`config.mk`:
```
export PLATFORM = sky130hd
export DESIGN_NAME = ram_port_responder_flat
export DESIGN_NICKNAME = d
export VERILOG_FILES = /design/src/rtl/ram_port_responder_if.sv /design/src/rtl/ram_port_responder.sv /design/src/flat_wrapper.sv
export SDC_FILE = /design/constraint.sdc
export NUM_CORES = 2
export LEC_CHECK = 0
export ABC_AREA = 1
export CAP_MARGIN = 20
export CORE_ASPECT_RATIO = 1.1
export CORE_UTILIZATION = 39
export CTS_BUF_LIST = sky130_fd_sc_hd__clkbuf_8
export DETAILED_ROUTE_END_ITERATION = 10
export PLACE_DENSITY = 0.64
export SLEW_MARGIN = 20
export SYNTH_ARGS = -nofsm -noshare
export SYNTH_HDL_FRONTEND = slang
export SYNTH_SLANG_ARGS = --single-unit
```
`constraint.sdc`:
```
create_clock -name systemCLK -period 9.5 [get_ports systemCLK]
set_input_delay 2.85 -clock systemCLK [delete_from_list [all_inputs] [get_ports systemCLK]]
set_output_delay 2.85 -clock systemCLK [all_outputs]
set_load 0.02 [all_outputs]
```
`src/rtl/ram_port_responder_if.sv`:
```
// ram_port_responder_if: user-side DDR2 wrapper port bundle (address/data/strobes/read handshake/status).
interface ram_port_responder_if #(
  parameter int DATA_W = 8,
  parameter int ADDR_W = 26
);
  logic [ADDR_W-1:0] address;
  logic [DATA_W-1:0] data_in;
  logic              write_enable;
  logic              read_request;
  logic              read_ack;
  logic [DATA_W-1:0] data_out;
  logic              rdy;
  logic              rd_data_pres;
  logic [ADDR_W-1:0] max_ram_address;
  logic              addr_err;
  modport master (
    output address, data_in, write_enable, read_request, read_ack,
    input  data_out, rdy, rd_data_pres, max_ram_address, addr_err
  );
  modport slave (
    input  address, data_in, write_enable, read_request, read_ack,
    output data_out, rdy, rd_data_pres, max_ram_address, addr_err
  );
endinterface

```
`src/rtl/ram_port_responder.sv`:
```
// ram_port_responder: BRAM-backed stand-in for the DDR2 controller user port with calibration delay and fixed read latency.
// Define RAM_CLEAR_EN to zero the whole array after calibration, before rdy rises.
module ram_port_responder #(
  parameter int DATA_W       = 8,
  parameter int ADDR_W       = 26,
  parameter int DEPTH_W      = 8,
  parameter int INIT_CYCLES  = 16,
  parameter int READ_LATENCY = 4
) (
  input logic systemCLK,
  input logic reset,
  ram_port_responder_if.slave bus
);
  localparam int CW = $clog2(INIT_CYCLES + 1);
  localparam int LW = $clog2(READ_LATENCY + 1);
  localparam logic [ADDR_W-1:0] MAX_ADDR = ADDR_W'((2 ** DEPTH_W) - 1);
  localparam logic [CW-1:0] INIT_LAST = CW'(INIT_CYCLES - 1);
  localparam logic [LW-1:0] LAT_START = LW'(READ_LATENCY - 1);
  typedef enum logic [2:0] {INIT, CLEAR, IDLE, READ_WAIT, DATA_VALID} state_t;
  state_t              state_q;
  logic [CW-1:0]       cnt_q;
  logic [LW-1:0]       lat_q;
  logic [DEPTH_W-1:0]  raddr_q;
  logic                oob_q;
  logic                rdy_q;
  logic                pres_q;
  logic [DATA_W-1:0]   dout_q;
  logic                err_q;
  logic [DATA_W-1:0]   mem [2 ** DEPTH_W];
  logic                in_range;
  logic                mem_we_d;
  logic [DEPTH_W-1:0]  mem_wa_d;
  logic [DATA_W-1:0]   mem_wd_d;
  assign in_range = bus.address <= MAX_ADDR;
`ifdef RAM_CLEAR_EN
  logic [DEPTH_W-1:0] clr_q;
  always_comb begin
    mem_we_d = !reset && ((state_q == CLEAR) || (state_q == IDLE && bus.write_enable && in_range));
    mem_wa_d = state_q == CLEAR ? clr_q : bus.address[DEPTH_W-1:0];
    mem_wd_d = state_q == CLEAR ? '0 : bus.data_in;
  end
`else
  always_comb begin
    mem_we_d = !reset && state_q == IDLE && bus.write_enable && in_range;
    mem_wa_d = bus.address[DEPTH_W-1:0];
    mem_wd_d = bus.data_in;
  end
`endif
  always_ff @(posedge systemCLK)
    if (mem_we_d) mem[mem_wa_d] <= mem_wd_d;
  // The array is only written in IDLE, so a read issued alongside a write sees the new data.
  always_ff @(posedge systemCLK) begin
    if (reset) begin
      state_q <= INIT;
      cnt_q   <= '0;
      lat_q   <= '0;
      raddr_q <= '0;
      oob_q   <= 1'b0;
      rdy_q   <= 1'b0;
      pres_q  <= 1'b0;
      dout_q  <= '0;
      err_q   <= 1'b0;
`ifdef RAM_CLEAR_EN
      clr_q   <= '0;
`endif
    end else begin
      case (state_q)
        INIT: begin
          if (cnt_q == INIT_LAST) begin
`ifdef RAM_CLEAR_EN
            state_q <= CLEAR;
`else
            state_q <= IDLE;
            rdy_q   <= 1'b1;
`endif
          end else cnt_q <= cnt_q + 1'b1;
        end
`ifdef RAM_CLEAR_EN
        CLEAR: begin
          clr_q <= clr_q + 1'b1;
          if (&clr_q) begin
            state_q <= IDLE;
            rdy_q   <= 1'b1;
          end
        end
`endif
        IDLE: begin
          if ((bus.write_enable || bus.read_request) && !in_range) err_q <= 1'b1;
          if (bus.read_request) begin
            raddr_q <= bus.address[DEPTH_W-1:0];
            oob_q   <= !in_range;
            lat_q   <= LAT_START;
            state_q <= READ_WAIT;
          end
        end
        READ_WAIT: begin
          if (lat_q == '0) begin
            dout_q  <= oob_q ? '0 : mem[raddr_q];
            pres_q  <= 1'b1;
            state_q <= DATA_VALID;
          end else lat_q <= lat_q - 1'b1;
        end
        DATA_VALID: begin
          if (bus.read_ack) begin
            pres_q  <= 1'b0;
            state_q <= IDLE;
          end
        end
        default: state_q <= INIT;
      endcase
    end
  end
  assign bus.data_out        = dout_q;
  assign bus.rdy             = rdy_q;
  assign bus.rd_data_pres    = pres_q;
  assign bus.addr_err        = err_q;
  assign bus.max_ram_address = MAX_ADDR;
endmodule
```
`src/flat_wrapper.sv`:
```
// flat-port wrapper written by rule: the top's interface ports become plain ports
module ram_port_responder_flat 
#(
  parameter int DATA_W       = 8,
  parameter int ADDR_W       = 26,
  parameter int DEPTH_W      = 8,
  parameter int INIT_CYCLES  = 16,
  parameter int READ_LATENCY = 4
)
  (systemCLK, reset, bus_address, bus_data_in, bus_write_enable, bus_read_request, bus_read_ack, bus_data_out, bus_rdy, bus_rd_data_pres, bus_max_ram_address, bus_addr_err);
  ram_port_responder_if #(.DATA_W(DATA_W), .ADDR_W(ADDR_W)) bus_i ();
  input logic systemCLK;
  input logic reset;
  input wire logic [$bits(bus_i.address)-1:0] bus_address;
  input wire logic [$bits(bus_i.data_in)-1:0] bus_data_in;
  input wire logic [$bits(bus_i.write_enable)-1:0] bus_write_enable;
  input wire logic [$bits(bus_i.read_request)-1:0] bus_read_request;
  input wire logic [$bits(bus_i.read_ack)-1:0] bus_read_ack;
  output wire logic [$bits(bus_i.data_out)-1:0] bus_data_out;
  output wire logic [$bits(bus_i.rdy)-1:0] bus_rdy;
  output wire logic [$bits(bus_i.rd_data_pres)-1:0] bus_rd_data_pres;
  output wire logic [$bits(bus_i.max_ram_address)-1:0] bus_max_ram_address;
  output wire logic [$bits(bus_i.addr_err)-1:0] bus_addr_err;
  assign bus_i.address = bus_address;
  assign bus_i.data_in = bus_data_in;
  assign bus_i.write_enable = bus_write_enable;
  assign bus_i.read_request = bus_read_request;
  assign bus_i.read_ack = bus_read_ack;
  assign bus_data_out = bus_i.data_out;
  assign bus_rdy = bus_i.rdy;
  assign bus_rd_data_pres = bus_i.rd_data_pres;
  assign bus_max_ram_address = bus_i.max_ram_address;
  assign bus_addr_err = bus_i.addr_err;
  ram_port_responder #(.DATA_W(DATA_W), .ADDR_W(ADDR_W), .DEPTH_W(DEPTH_W), .INIT_CYCLES(INIT_CYCLES), .READ_LATENCY(READ_LATENCY)) u_core (.systemCLK(systemCLK), .reset(reset), .bus(bus_i));
endmodule
```
==> out/results.tsv <==
metric	value	unit
status	finished, final reports clean	
WP data arrival	6.66	ns
root buf cell	clkbuf_8	
FMAX	166	MHz
placed insts	9642	
CTS H-Tree Depth	5	
gr usage total	20.7	%
ys flop type	edfxtp_1	
largest net degree at the start of global routing	209	
met2 usage	33.5	%
RSZ-0062 raised after global routing	no	
Num CTS Buffers	340	
GRT overflow	0	
Worst-Margin Slew	1.19	ns
DRT iter0 DRCs	6643	
ys async rst share	0	%
CTS tree	done	
number of enable flip-flop cells after synthesis	2048	
core area	214000	µm²
Max clock buf depth	4	
initial antenna violation count	6	
I/O pin total	76	
Slew Viols, Final	0	
flip-flop and latch area	62300	µm²
critical path start-end classification	input pin to register	
max_cap viols	0	
final non-filler cell total	10200	
required time of the critical path	10.13	ns
Top Usage Layer GRT	met2	
fin crit share	63.5	%
Gates resized, CTS repair	0	
Leakage	31.8	nW
setup violators final	0	
P&R area growth vs syn	10.4	%
layout filler cell count	19500	
total number of vias	56000	
setup bufs post-CTS	0	
multi-input logic area	19700	µm²
Startpoint Class	input pin	
Yosys warning count	0	
vias per cell	5.47	
clock-pin slew on the worst setup and hold paths	0.06	ns
Nets	7147	
Cell variety after synth	34	
worst min path class	register to register	
WL per Instance	22.6	µm
chip width	445	µm
first-pass GRT wire length	338000	µm
layout cells sized above 1	7.12	%
FP Rows	178	
synthesized area per cell	11.8	µm²
critical path endpoint category	register	
# port buffers	49	
wirelength, routed	231000	µm
Final Hold Vio Count	0	
# clock sinks	2087	
# hold bufs at CTS	0	
DP HPWL	131000	µm
sequential fraction of the synthesis area	73.8	%
First-pass DRT Iterations	8	
Pwr per Cell Area	188	nW/µm²
hold slack	0.458	ns
minimum clock period	6.03	ns
vias in the first global route	54600	
Initial Util	39.3	%
met3 GRT Util	4.14	%
die footprint	218000	µm²
Slew headroom	20.6	%
crit path max fanout	16	
Skew-Pair Late Insertion Delay	1.08	ns
met1 usage	27.1	%
GPL Wtd Cong	0.889	
Setup Total Neg Slack	0	ns
#FFs+latches synth	2087	
DRC Markers	0	
height of the die	490	µm
Post-Syn Area	84400	µm²
Worst Clk Skew	0.0757	ns
Gate Count Post-Synth	7127	
antenna viol nets, final	0	
maximum VDD drop	0.170	mV
-- cell usage after synthesis, types with 3 or more instances --
master | n | area [µm²]
buf_1 | 50 | 188
dfxtp_1 | 39 | 781
nor4_1 | 3 | 18.8
buf_6 | 9 | 101
buf_2 | 141 | 706
ha_1 | 4 | 50.1
clkbuf_1 | 278 | 1040
nor2_1 | 278 | 1040
a21oi_1 | 18 | 90.1
o21a_1 | 3 | 22.5
inv_2 | 3 | 11.3
o21ai_0 | 7 | 35.0
inv_1 | 43 | 161
nand2_2 | 7 | 43.8
buf_4 | 32 | 240
edfxtp_1 | 2048 | 61500
nand3_1 | 2046 | 10200
o22ai_1 | 8 | 50.1
nand2_1 | 2090 | 7850
-- final timing paths --
kind                            slack [ns]                             endpoint  cells after the start                        startpoint
worst max-delay path                  3.47          u_core.mem[42][1]$_DFFE_PP_                      9                   bus_address[12]
worst min-delay path                  0.46     u_core.bus.addr_err$_SDFFE_PP0P_                      2  u_core.bus.addr_err$_SDFFE_PP0P_
worst max register to register        4.38  u_core.bus.data_out[0]$_SDFFE_PP0P_                     13                          register
worst min register to register        0.46     u_core.bus.addr_err$_SDFFE_PP0P_                      2  u_core.bus.addr_err$_SDFFE_PP0P_
-- power by group --
group          internal (W)  switching (W)  leakage (nW)
registers            0.0101    0.000000976          18.7
clock network       0.00370        0.00342          3.51
logic             0.0000301       0.000256          9.55
total                0.0138        0.00367          31.8
-- registers in the layout, summed over array words and instances, names as in the netlist, named ones only --
signal                   flops
u_core.oob_q                 1
u_core.bus.rd_data_pres      1
u_core.bus.addr_err          1
u_core.bus.data_out          8
u_core.lat_q                 3
u_core.mem                2048
u_core.cnt_q                 5
u_core.bus.rdy               1
u_core.state_q               3
u_core.raddr_q               8
-- layer usage --
layer	share of wire, %	routed length (µm)
met5	0	0
met4	4.2	9810
met3	8.7	20000
met2	47	109000
met1	40	92400
-- logic make-up after synthesis --
kind of cell / count (synthesis) / share of synthesized area, %
simple gates: 4436 / 22.9
flops: 2087 / 73.8
buf+inv: 557 / 2.92
compound gates: 41 / 0.277
fa+ha+maj: 4 / 0.0593
other cells: 2 / 0.00890
-- stage by stage --
stage | area [µm²] | utilization [%] | worst slack, ns | total power (W)
after floorplan | 84400 | - | 4.48 | 0.0103
after global placement | 87100 | 40.6 | 2.56 | 0.0106
after detailed placement | 87100 | 40.6 | 2.38 | 0.0106
after CTS | 93100 | 43.4 | 3.47 | 0.0176
after global routing | 93100 | 43.4 | 3.33 | 0.0180
final | 93100 | 43.4 | 3.47 | 0.0175
-- worst max-delay path: stages --
cell and delay, ns:
clkdlybuf4s50_1 0.40, nor4_1 0.29, nor3b_1 0.25, nand3_1 0.20, nor2_4 0.18, nand4_4 0.19
nor3_2 0.67, nand2_1 0.80, nor2_1 0.79
-- layout by cell type, fill, tap and decap left out, drive strengths merged --
cell type,Yosys,final
nor4,3,3
nor2,279,279
inv,46,155
clkbuf,279,354
conb,2,26
clkdlybuf4s50,0,41
clkinvlp,0,2
o221ai,1,1
bufinv,0,10
nand4,2,2
diode,0,4
a2111oi,1,1
nand3,2046,2046
clkinv,0,105
edfxtp,2048,2048
o21ai,8,8
a31oi,2,2
nor3,5,5
ha,4,4
or4,1,1
nand2,2097,2097
o21a,3,3
or2,1,1
o22ai,8,8
nor3b,2,2
dfxtp,39,39
buf,232,81
a21oi,18,18
-- area by class of cell --
| cell class | instances | area share [%] |
|---|---|---|
| Inverter | 46 | 0.212 |
| Sequential cell | 2087 | 66.9 |
| Multi-Input combinational cell | 4507 | 21.2 |
| Clock inverter | 226 | 1.25 |
| Clock buffer | 354 | 5.23 |
| Tap cell | 2880 | 3.87 |
| Antenna cell | 4 | 0.0107 |
| Timing Repair Buffer | 122 | 1.35 |
No activity file was read; power rests on OpenSTA's default activity.
